[config.mk]
export PLATFORM = sky130hd
export DESIGN_NAME = multibyte_add_sequencer
export DESIGN_NICKNAME = d
export VERILOG_FILES = /design/src/rtl/multibyte_add_sequencer.sv
export SDC_FILE = /design/constraint.sdc
export NUM_CORES = 1
export LEC_CHECK = 0
export CAP_MARGIN = 5
export CORE_MARGIN = 5
export CORE_UTILIZATION = 58
export DETAILED_ROUTE_END_ITERATION = 8
export PLACE_DENSITY = 0.85
export SYNTH_ARGS = -nofsm -noshare
export SYNTH_HDL_FRONTEND = slang
export SYNTH_SLANG_ARGS = --single-unit
[constraint.sdc]
create_clock -name clk -period 14.55 [get_ports clk]
set_input_delay 2.91 -clock clk [delete_from_list [all_inputs] [get_ports clk]]
set_output_delay 2.91 -clock clk [all_outputs]
set_load 0.005 [all_outputs]
[src/rtl/multibyte_add_sequencer.sv]
// -----------------------------------------------------------------------------
// multibyte_add_sequencer
//
// Purpose:
//   Performs a W-bit addition (W = 8*NBYTES) over several cycles using a single
//   8-bit ripple-carry adder slice. Operands are accepted from a valid/ready
//   producer, the slice is fed one byte pair per cycle starting at the least
//   significant byte, and the slice carry-out is chained into the next byte's
//   carry-in. The finished sum, the carry out of the top byte and the signed
//   overflow flag are then offered to a valid/ready consumer.
//
// Ports:
//   clk        system clock, all state changes on the rising edge
//   rst_n      asynchronous active-low reset
//   in_valid   operand request valid
//   in_ready   operands can be accepted (high only while idle)
//   in_a       operand A (W bits)
//   in_b       operand B (W bits)
//   in_cin     carry into byte 0
//   out_valid  result valid (high only while the result is pending)
//   out_ready  consumer accepts the result
//   out_sum    W-bit sum, modulo 2^W
//   out_cout   carry out of the most significant byte
//   out_ovf    two's-complement overflow of the addition
//   busy       high while an operation is running or its result is pending
//
// Handshake semantics (both ports): a transfer happens on a rising edge where
// valid and ready are both high. Ready and valid are decoded purely from the
// state register, so neither depends combinationally on the partner's signal.
// -----------------------------------------------------------------------------

// -----------------------------------------------------------------------------
// ripple_carry_adder8
//
// Purpose:
//   8-bit ripple-carry adder slice built from a chain of full adders.
//
// Ports:
//   a, b   8-bit addends
//   cin    carry into bit 0
//   sum    8-bit sum
//   cout   carry out of bit 7
// -----------------------------------------------------------------------------
module ripple_carry_adder8 (
   input  logic [7:0] a,
   input  logic [7:0] b,
   input  logic       cin,
   output logic [7:0] sum,
   output logic       cout
);

   logic [8:0] carry_chain;

   assign carry_chain[0] = cin;

   for (genvar i = 0; i < 8; i++) begin : g_bit
      logic half_sum;
      assign half_sum           = a[i] ^ b[i];
      assign sum[i]             = half_sum ^ carry_chain[i];
      // Generate when both bits are set, propagate the incoming carry otherwise.
      assign carry_chain[i + 1] = (a[i] & b[i]) | (carry_chain[i] & half_sum);
   end

   assign cout = carry_chain[8];

endmodule

module multibyte_add_sequencer #(
   parameter int NBYTES = 4
) (
   input  logic                clk,
   input  logic                rst_n,
   input  logic                in_valid,
   output logic                in_ready,
   input  logic [8*NBYTES-1:0] in_a,
   input  logic [8*NBYTES-1:0] in_b,
   input  logic                in_cin,
   output logic                out_valid,
   input  logic                out_ready,
   output logic [8*NBYTES-1:0] out_sum,
   output logic                out_cout,
   output logic                out_ovf,
   output logic                busy
);

   localparam int W  = 8 * NBYTES;
   // Byte index width; at least one bit so the declaration stays legal.
   localparam int IW = (NBYTES > 1) ? $clog2(NBYTES) : 1;
   localparam logic [IW-1:0] LAST_IDX = IW'(NBYTES - 1);

   typedef enum logic [1:0] {
      IDLE = 2'd0,
      RUN  = 2'd1,
      DONE = 2'd2
   } state_t;

   // The state register is kept as a plainly named signal so checkers can
   // bind to it directly.
   state_t        state;
   logic [IW-1:0] idx;
   logic          carry;
   logic [W-1:0]  a_reg;
   logic [W-1:0]  b_reg;
   logic [W-1:0]  sum_reg;

   logic [7:0]    slice_a;
   logic [7:0]    slice_b;
   logic [7:0]    slice_sum;
   logic          slice_cout;
   logic [W-1:0]  sum_next;
   logic          ovf_next;

   // Byte select: {idx, 3'b000} is 8*idx without a width-changing multiply.
   assign slice_a = a_reg[{idx, 3'b000} +: 8];
   assign slice_b = b_reg[{idx, 3'b000} +: 8];

   ripple_carry_adder8 u_slice (
      .a    (slice_a),
      .b    (slice_b),
      .cin  (carry),
      .sum  (slice_sum),
      .cout (slice_cout)
   );

   // Sum register with the byte currently being computed merged in. On the
   // last step this is the complete result, so it can be published directly.
   always_comb begin
      sum_next                       = sum_reg;
      sum_next[{idx, 3'b000} +: 8]   = slice_sum;
   end

   // Only meaningful on the last step, when the slice is producing the top
   // byte and slice_sum[7] is the sign bit of the result.
   assign ovf_next = (a_reg[W-1] == b_reg[W-1]) && (slice_sum[7] != a_reg[W-1]);

   always_ff @(posedge clk or negedge rst_n) begin
      if (!rst_n) begin
         state    <= IDLE;
         idx      <= '0;
         carry    <= 1'b0;
         a_reg    <= '0;
         b_reg    <= '0;
         sum_reg  <= '0;
         out_sum  <= '0;
         out_cout <= 1'b0;
         out_ovf  <= 1'b0;
      end else begin
         case (state)
            IDLE: begin
               if (in_valid) begin
                  a_reg   <= in_a;
                  b_reg   <= in_b;
                  carry   <= in_cin;
                  idx     <= '0;
                  sum_reg <= '0;
                  state   <= RUN;
               end
            end

            RUN: begin
               sum_reg <= sum_next;
               carry   <= slice_cout;
               if (idx == LAST_IDX) begin
                  // Outputs only change here, so they hold their value through
                  // DONE and after the output handshake until the next result.
                  out_sum  <= sum_next;
                  out_cout <= slice_cout;
                  out_ovf  <= ovf_next;
                  idx      <= '0;
                  state    <= DONE;
               end else begin
                  idx <= idx + 1'b1;
               end
            end

            DONE: begin
               if (out_ready) begin
                  state <= IDLE;
               end
            end

            default: begin
               state <= IDLE;
            end
         endcase
      end
   end

   // Decoded from the state register only: no path from in_valid or out_ready.
   assign in_ready  = (state == IDLE);
   assign out_valid = (state == DONE);
   assign busy      = (state != IDLE);

endmodule

# Word level (Yosys, flattened, before mapping)
# Index checks and enable logic that the tools add are counted.
[classes]
n_addsub = 2
n_reduce_logical = 8
mux = 12
shifts = 4
n_eq_ne = 8
bitwise_logic = 40
[ops]
columns = ["operator", "count"]
rows = [
  ["32-bit one-hot mux with 2 select lines", 1],
  ["32-bit by 6-bit variable part select with 8-bit output", 2],
  ["32-bit bitwise mux", 1],
  ["32-bit 2-to-1 mux", 1],
  ["8-bit by 7-bit variable shift with 32-bit output, first input constant", 1],
  ["8-bit by 7-bit variable part select with 32-bit output", 1],
  ["1-bit bitwise AND", 16],
  ["1-bit bitwise XOR", 16],
  ["2-bit 2-to-1 mux", 5],
  ["1-bit OR", 8],
  ["5-bit negation with 7-bit output", 1],
  ["2-bit one-hot mux with 3 select lines", 1],
  ["2-bit AND reduction", 3],
  ["2-bit == test, second input constant", 2],
  ["2-bit inequality test, second input constant", 2],
  ["2-bit one-hot mux with 2 select lines", 1],
  ["2-bit nonzero test", 2],
  ["3-bit AND reduction", 1],
  ["2-bit by 1-bit adder with 2-bit output, second input constant", 1],
  ["2-bit by 1-bit == test with 1-bit output, second input constant", 1],
  ["2-bit logical NOT", 1],
  ["2-bit by 1-bit inequality test with 1-bit output, second input constant", 1],
  ["1-bit one-hot mux with 2 select lines", 1],
  ["1-bit == test", 1],
  ["3 further kinds", 3],
]
[totals]
register_bits = 135
wordCells = 83
out_inout_bits = 37
in_bits = 69

# Logic depth before layout (Yosys ltp)
# Gate-level depths: netlist (run 1).
[logic_depth]
ltp_word = 20
mapped_depth = 18
depth_no_buf = 16

# By module
# A second synthesis (run 1) with hierarchy kept.
[hier_totals]
cells_unflattened = 482
hier_area_um2 = 6451.2
[modules_own_cells]
columns = ["mod", "area_per_inst_um2", "cells_each", "instances"]
rows = [
  ["multibyte_add_sequencer", 6253.5, 464, 1],
  ["ripple_carry_adder8", 197.7, 18, 1],
]

# Least setup slack after synthesis (run 1)
# No wires, ideal clock.
[synth_timing]
path_kind = "register -> register"
from = "register idx[0]"
to = "register out_ovf"
path_stages_with_launch = 19
synth_period_minus_slack_ps = 4644
path_slack_ps = 9906
path_buffers = 2
required_ps = 14473
t_arrival_ps = 4566
path_cell_list = "dfrtp_1 -> buf_2 -> buf_2 -> mux4_2 -> inv_1 -> fa_1 -> fa_1 -> fa_1 -> fa_1 -> fa_1 -> inv_1 -> fa_1 -> inv_1 -> fa_1 -> inv_1 -> fa_1 -> and3b_1 -> a21oi_1 -> a21oi_1"
[synth_via]
elab_chain_len = 19
[synth_rtl]
columns = ["item", "line", "rtl"]
rows = [
  ["from (decl)", "100", "logic [IW-1:0] idx;"],
  ["from (signal assigned)", "172", "idx <= idx + 1'b1;"],
  ["32-bit by 6-bit variable part select with 8-bit output (on tied branches)", "114, 115", ""],
  ["1-bit bitwise XOR", "58", "assign half_sum = a[i] ^ b[i];"],
  ["1-bit bitwise AND", "61", "assign carry_chain[i + 1] = (a[i] & b[i]) | (carry_chain[i] & half_sum);"],
  ["1-bit OR", "61", ""],
  ["1-bit bitwise AND", "61", ""],
  ["1-bit OR", "61", ""],
  ["1-bit bitwise AND", "61", ""],
  ["1-bit OR", "61", ""],
  ["[... 3 more ...]", "-", ""],
  ["1-bit OR", "61", ""],
  ["1-bit bitwise AND", "61", ""],
  ["1-bit OR", "61", ""],
  ["1-bit bitwise AND", "61", ""],
  ["1-bit OR", "61", ""],
  ["1-bit bitwise XOR", "59", "assign sum[i] = half_sum ^ carry_chain[i];"],
  ["1-bit inequality test", "134", "assign ovf_next = (a_reg[W-1] == b_reg[W-1]) && (slice_sum[7] != a_reg[W-1]);"],
  ["1-bit logical AND", "134", ""],
  ["to (signal assigned)", "168", "out_ovf <= ovf_next;"],
  ["to (decl)", "82", "output logic out_ovf,"],
]
# Several ways; a longest one is shown, not always the timed one.
# A chain may end at the register's enable or synchronous reset.

# Worst setup path after layout (run 1)
# Same ends and word-level chain as after synthesis.

==> impl_metrics.yaml, run 1 <==
status:
  status: "completed"
sta:
  clock_skew_ps: 12.5
  rsz0062_at_grt: "false"
  fmax_ghz: 0.199
  tns_ps: 0
  finalCritPeriodShare: 0.345
  tightest_slew_ps: 1150
  min_period_ps: 5020
  maxSlewHeadroom: 0.230
  final-hold-violation-count: 0
  maxSlewViolCount: 0
  setup_violations: 0
route:
  wl_um: 14200
  wire_per_inst_um: 19.6
  drt_iter0_drc: 293
  via_per_inst: 5.67
  vias: 4113
  drc: 0
  dr.pass1.iters: 4
  drtAntennaViolNets: 0
die:
  rows: 38
  initial_core_util: 0.594
  fp.dieW_um: 116
  die_area_um2: 13400
  core_um2: 10900
  fp.dieH_um: 116
  ioPinCount: 106
run:
  maxCapViolations: 0
cts:
  postCtsHoldBufs: 0
  clkLatencyLatePin_ps: 420
  h-tree-depth: 4
  clockBufferDepth: 2
  clk_pin_slew_ps: 60
  cts.sinks: 135
  postCtsSetupBuffers: 0
  ctsRootBufferMaster: "clkbuf_16"
  cts_buffers: 17
  ctsResizeCount: 0
  cts_tree: "done"
synth:
  synth_top_area_share: 0.520
  ys_ff_latch: 135
  synth_area_leaders: "dfrtp_1 52%, mux2_4 14%, mux4_2 5.5%"
  syn_area_um2: 6500
  syn_area_per_cell_um2: 13.6
  synth.largest_area_cell: "dfrtp_1"
  synth_cells: 477
  synthesis.nets: 560
  synth-seq-area-share: 0.520
  synthDistinctLibCells: 34
  synth_warnings: 0
global_route:
  grt_start_max_net_pins: 81
  grt_first_pass_wirelength_um: 23300
  grt_usage: 0.229
  overflow: 0
  grt_antenna_before_repair: 0
  grt_pass1_vias: 4446
cells_and_area:
  seqCellArea_um2: 3380
  fillCellCount: 705
  multi_input_area_um2: 2780
  finalNetCount: 657
  n_antenna_cell: 0
  drive_gt1_frac: 0.206
  finish.utilization: 0.743
  area_growth_pct: 25.0
pwr:
  clkPwrFrac: 0.191
  p_int_mw: 1.43
  switching_power_mw: 0.867
  power_frac_seq: 0.293
  combPwrFrac: 0.516
  power_density_nw_per_um2: 283
  switching_share: 0.377
  leakage_nw: 3.49
  ir_drop_mv: 0.250
critical_path:
  start_kind: "flop"
  required_ps: 14890
  r2r-start: "idx[0]$_DFFE_PN0P_"
  crit_arrival_ps: 5360
  crit_type: "reg2reg"
  worstReg2RegEnd: "out_ovf$_DFFE_PN0P_"
  crit_path_end_kind: "flop"
  reg2reg_slack_ps: 9530
  r2r_cells: 16
  path_max_fanout: 12
place:
  portBuffers: 105
  dp_hpwl_um: 9640
  gp_congestion: 0.855
worst_hold_path:
  hold_class: "reg2reg"
  holdPathStages: 1
  hold_end: "sum_reg[15]$_DFFE_PN0P_"
  hold_start: "sum_reg[15]$_DFFE_PN0P_"
-- synthesized netlist by cell type --
cell / instances
or2_4: 1
o221ai_1: 6
mux4_2: 16
clkbuf_1: 15
o21bai_1: 1
nand4b_1: 3
and3b_1: 3
o2bb2ai_1: 32
a31oi_1: 18
nand2b_1: 37
mux2_2: 5
nand2_1: 7
a22o_1: 2
o21ai_0: 1
buf_4: 1
o21a_1: 6
and4b_1: 1
buf_8: 1
a21o_1: 5
dfrtp_1: 135
inv_1: 28
inv_2: 1
nor2_1: 28
nand4_1: 1
ha_1: 6
buf_2: 7
nor3b_2: 1
and4bb_2: 3
and2_4: 1
mux2_4: 60
buf_12: 6
a21oi_1: 20
nor2b_1: 11
fa_1: 8
-- area by class of cell --
cell class | instances | share of cell area
flip-flops and latches | 135 | 0.416
multi-input cells | 283 | 0.342
repair buffers | 108 | 0.132
clock buffers | 24 | 0.0605
well taps | 140 | 0.0216
clock inverters | 7 | 0.0145
inverters | 29 | 0.0134
-- metal layers --
metal / wire length (µm) / up-vias / GRT usage
li1: - / 1888 / -
met1: 5920 / 2046 / 0.304
met4: 325 / 0 / 0.0820
met3: 926 / 32 / 0.0522
met2: 7050 / 147 / 0.374
met5: 0 / - / 0
-- cells in the final DEF (no fill, tap or decap), types with 2 or more instances in the layout --
cell type,count
a21o_1,5
a21oi_1,20
a22o_1,2
a31oi_1,18
and3b_1,2
and4bb_2,3
buf_4,4
bufinv_16,3
clkbuf_1,3
clkbuf_16,17
clkbuf_8,4
clkdlybuf4s50_1,104
clkinvlp_4,3
dfrtp_1,135
fa_1,8
ha_1,6
inv_1,28
mux2_2,5
mux2_4,60
mux4_2,16
nand2_1,7
nand2b_1,37
nand4b_1,3
nor2_1,28
nor2b_1,11
o21a_1,6
o221ai_1,6
o2bb2ai_1,32
-- stage by stage --
stage	setup WS [ps]	area, µm²	hold WS (ps)	std cells	power, mW
after floorplan	9910	6500	449	477	1.44
after global placement	9610	7510	465	695	1.80
after detailed placement	9520	7510	467	695	1.84
after CTS	9470	8120	484	726	2.30
after global routing	9210	8120	500	726	2.42
final	9530	8120	482	726	2.30
-- critical path, cell delays in order, from the launching register on --
cell	delay (ps)
dfrtp_1	750
mux4_2	350
inv_1	60
fa_1	400
fa_1	380
fa_1	410
fa_1	420
fa_1	390
inv_1	90
fa_1	160
inv_1	50
fa_1	360
inv_1	70
fa_1	550
and3b_1	270
a21oi_1	60
a21oi_1	170
-- worst max-delay path by stage --
stage / cells after the start / end / start
2_1_floorplan: 18 / out_ovf$_DFFE_PN0P_ / idx[0]$_DFFE_PN0P_
3_5_place_dp: 16 / out_ovf$_DFFE_PN0P_ / idx[0]$_DFFE_PN0P_
3_3_place_gp: 16 / out_ovf$_DFFE_PN0P_ / idx[0]$_DFFE_PN0P_
6_report: 16 / out_ovf$_DFFE_PN0P_ / idx[0]$_DFFE_PN0P_
5_1_grt: 16 / out_ovf$_DFFE_PN0P_ / idx[0]$_DFFE_PN0P_
4_1_cts: 16 / out_ovf$_DFFE_PN0P_ / idx[0]$_DFFE_PN0P_
-- cells by family after synthesis --
family          after synthesis  share of synthesized area
compound gates               91                      0.101
flops                       135                      0.520
mux                          81                      0.203
fa+ha+maj                    14                     0.0362
buf+inv                      59                     0.0527
simple gates                 97                     0.0874
-- power by group through the flow --
stage | combinational, mW | clock (mW) | sequential (mW)
2_1_floorplan | 0.803 | 0 | 0.635
3_3_place_gp | 1.14 | 0 | 0.662
3_5_place_dp | 1.17 | 0 | 0.675
4_1_cts | 1.18 | 0.445 | 0.675
5_1_grt | 1.26 | 0.465 | 0.698
6_report | 1.19 | 0.439 | 0.674
(Power assumes the default switching activity.)
==> run 2: changes to the inputs <==
Settings changed: CORE_UTILIZATION 58 to 49, PLACE_DENSITY 0.85 to 0.76.
Clock period 14.55 ns to 4.35 ns, I/O delays scaled along.
==> run 2 against run 1 <==
Compared with the run above:
- critical path depth unchanged
- sequential share of layout area decreased by 0.58 points
- cell count grew 6.1%
- largest cell class unchanged
- clock power increased to 3.2 times the previous value
- register-to-register slack worse by 9500 ps
- critical path type unchanged
- setup slack worse by 9500 ps
- highest routed layer unchanged
==> impl_metrics.yaml, run 2 (synthesis gave the netlist of run 1 again) <==
route:
  drt_iter0_drc: 311
  vias: 4152
  wl_um: 14500
  wire_per_inst_um: 18.8
  drtAntennaViolNets: 0
  dr.pass1.iters: 5
  drc: 0
  via_per_inst: 5.39
cts:
  cts.sinks: 135
  clk_pin_slew_ps: 60
  h-tree-depth: 4
  clkLatencyLatePin_ps: 410
  cts_buffers: 17
  clockBufferDepth: 2
  cts_tree: "done"
  ctsRootBufferMaster: "clkbuf_16"
place:
  placed_cells: 737
  pre_cts_slack_ps: -31.8
  dp_hpwl_um: 10100
  portBuffers: 105
  dpl-instance-area_um2: 7630
  gp_congestion: 0.819
global_route:
  grt_start_max_net_pins: 76
  grt_usage: 0.192
  grt_pass1_vias: 4359
  overflow: 0
  grt_first_pass_wirelength_um: 23700
  grt_antenna_before_repair: 0
critical_path:
  crit_slowest_cell: "fa_2"
  crit_path_end_kind: "flop"
  start_kind: "flop"
  cpPeakStageDelay_ps: 510
  path_cells: "mux4_2 -> inv_2 -> fa_2 -> fa_2 -> fa_2 -> fa_2 -> fa_2 -> inv_2 -> fa_2 -> inv_2 -> fa_2 -> inv_2 -> fa_2 -> and3b_1 -> a21oi_1 -> a21oi_1"
  crit_arrival_ps: 4610
  reg2reg_slack_ps: 70
  required_ps: 4680
  path_max_fanout: 7
  crit_top_cell: "fa_2"
  crit_type: "reg2reg"
cells_and_area:
  finalInstanceArea_um2: 8240
  layout_common_cells: "134 x dfrtp_1, 104 x clkdlybuf4s50_1, 60 x mux2_4, 37 x nand2b_1, 32 x o2bb2ai_1"
  finalNetCount: 664
  layoutNonFillerInstCount: 770
  n_antenna_cell: 0
  area_growth_pct: 26.8
  fillCellCount: 1015
  final_common_cell: "dfrtp_1"
  drive_gt1_frac: 0.246
sta:
  min_period_ps: 4280
  finalCritPeriodShare: 0.984
  setup_violations: 0
  maxSlewViolCount: 0
  maxSlewHeadroom: 0.246
  final-hold-violation-count: 0
  clock_skew_ps: 8.02
  tightest_slew_ps: 1130
  fmax_ghz: 0.234
  worst_slack_ps: 70.5
  rsz0062_at_grt: "true"
worst_hold_path:
  hold_class: "reg2reg"
die:
  core_um2: 13100
  die_area_um2: 15700
  fp.dieH_um: 125
  fp.dieW_um: 125
  initial_core_util: 0.495
  ioPinCount: 106
  rows: 42
run:
  maxCapViolations: 0
pwr:
  power_density_nw_per_um2: 949
  leakage_nw: 3.52
  ir_drop_mv: 0.660
status:
  status: "completed"
-- run 2: layer usage --
metal	GRT usage	vias to the layer above	wire length [µm]
li1	-	1900	-
met3	0.0533	13	916
met5	0	-	0
met4	0.0561	0	208
met2	0.296	134	6860
met1	0.268	2105	6500
-- run 2: final timing paths --
path,start,end,depth (start not counted)
setup / recovery,idx[0]$_DFFE_PN0P_,out_ovf$_DFFE_PN0P_,16
hold / removal,sum_reg[21]$_DFFE_PN0P_,sum_reg[21]$_DFFE_PN0P_,1
setup reg to reg,idx[0]$_DFFE_PN0P_,out_ovf$_DFFE_PN0P_,16
hold reg to reg,sum_reg[21]$_DFFE_PN0P_,sum_reg[21]$_DFFE_PN0P_,1
max in group asynchronous,rst_n,a_reg[10]$_DFFE_PN0P_,2
min in group asynchronous,rst_n,out_sum[28]$_DFFE_PN0P_,1
-- run 2: report_power, final --
group | internal (mW) | total, mW | leakage [nW] | switching, mW
sequential | 1.86 | 2.25 | 1.66 | 0.389
combinational | 2.12 | 4.16 | 1.56 | 2.04
clock | 0.886 | 1.42 | 0.288 | 0.530
-- run 2: layout make-up --
cell class	instances	area (µm²)	share of cell area
clock inverters	12	125	0.0152
inverters	29	109	0.0132
multi-input cells	283	2800	0.340
flip-flops and latches	135	3380	0.410
repair buffers	115	1140	0.138
clock buffers	20	467	0.0566
well taps	176	220	0.0267
-- run 2: what timing repair did --
action / CTS / global route
pin swaps: 1 / 3
resized for setup: 2 / 7
hold buffers: 0 / 0
setup buffers: 1 / 0
endpoints found under the setup margin: 5 / 8
-- run 2: critical path: cells and delay by family, from the launching register on --
kind / cells / cell delay [ps]
AO/OA/AOI/OAI: 2 / 160
adder cells (fa/ha/maj): 8 / 2790
buffers and inverters: 4 / 220
flip-flops: 1 / 440
multiplexers: 1 / 350
AND/OR/NAND/NOR: 1 / 240
-- run 2: stage by stage --
stage               power (mW)  utilization  hold WS [ps]  setup TNS [ps]
floorplan                 4.89            -           449           -58.6
CTS                       7.79        0.627           483               0
detailed placement        6.29        0.581           466           -31.8
global route              8.25        0.627           491            -188
global placement          6.15        0.581           464               0
finish                    7.82        0.627           484               0
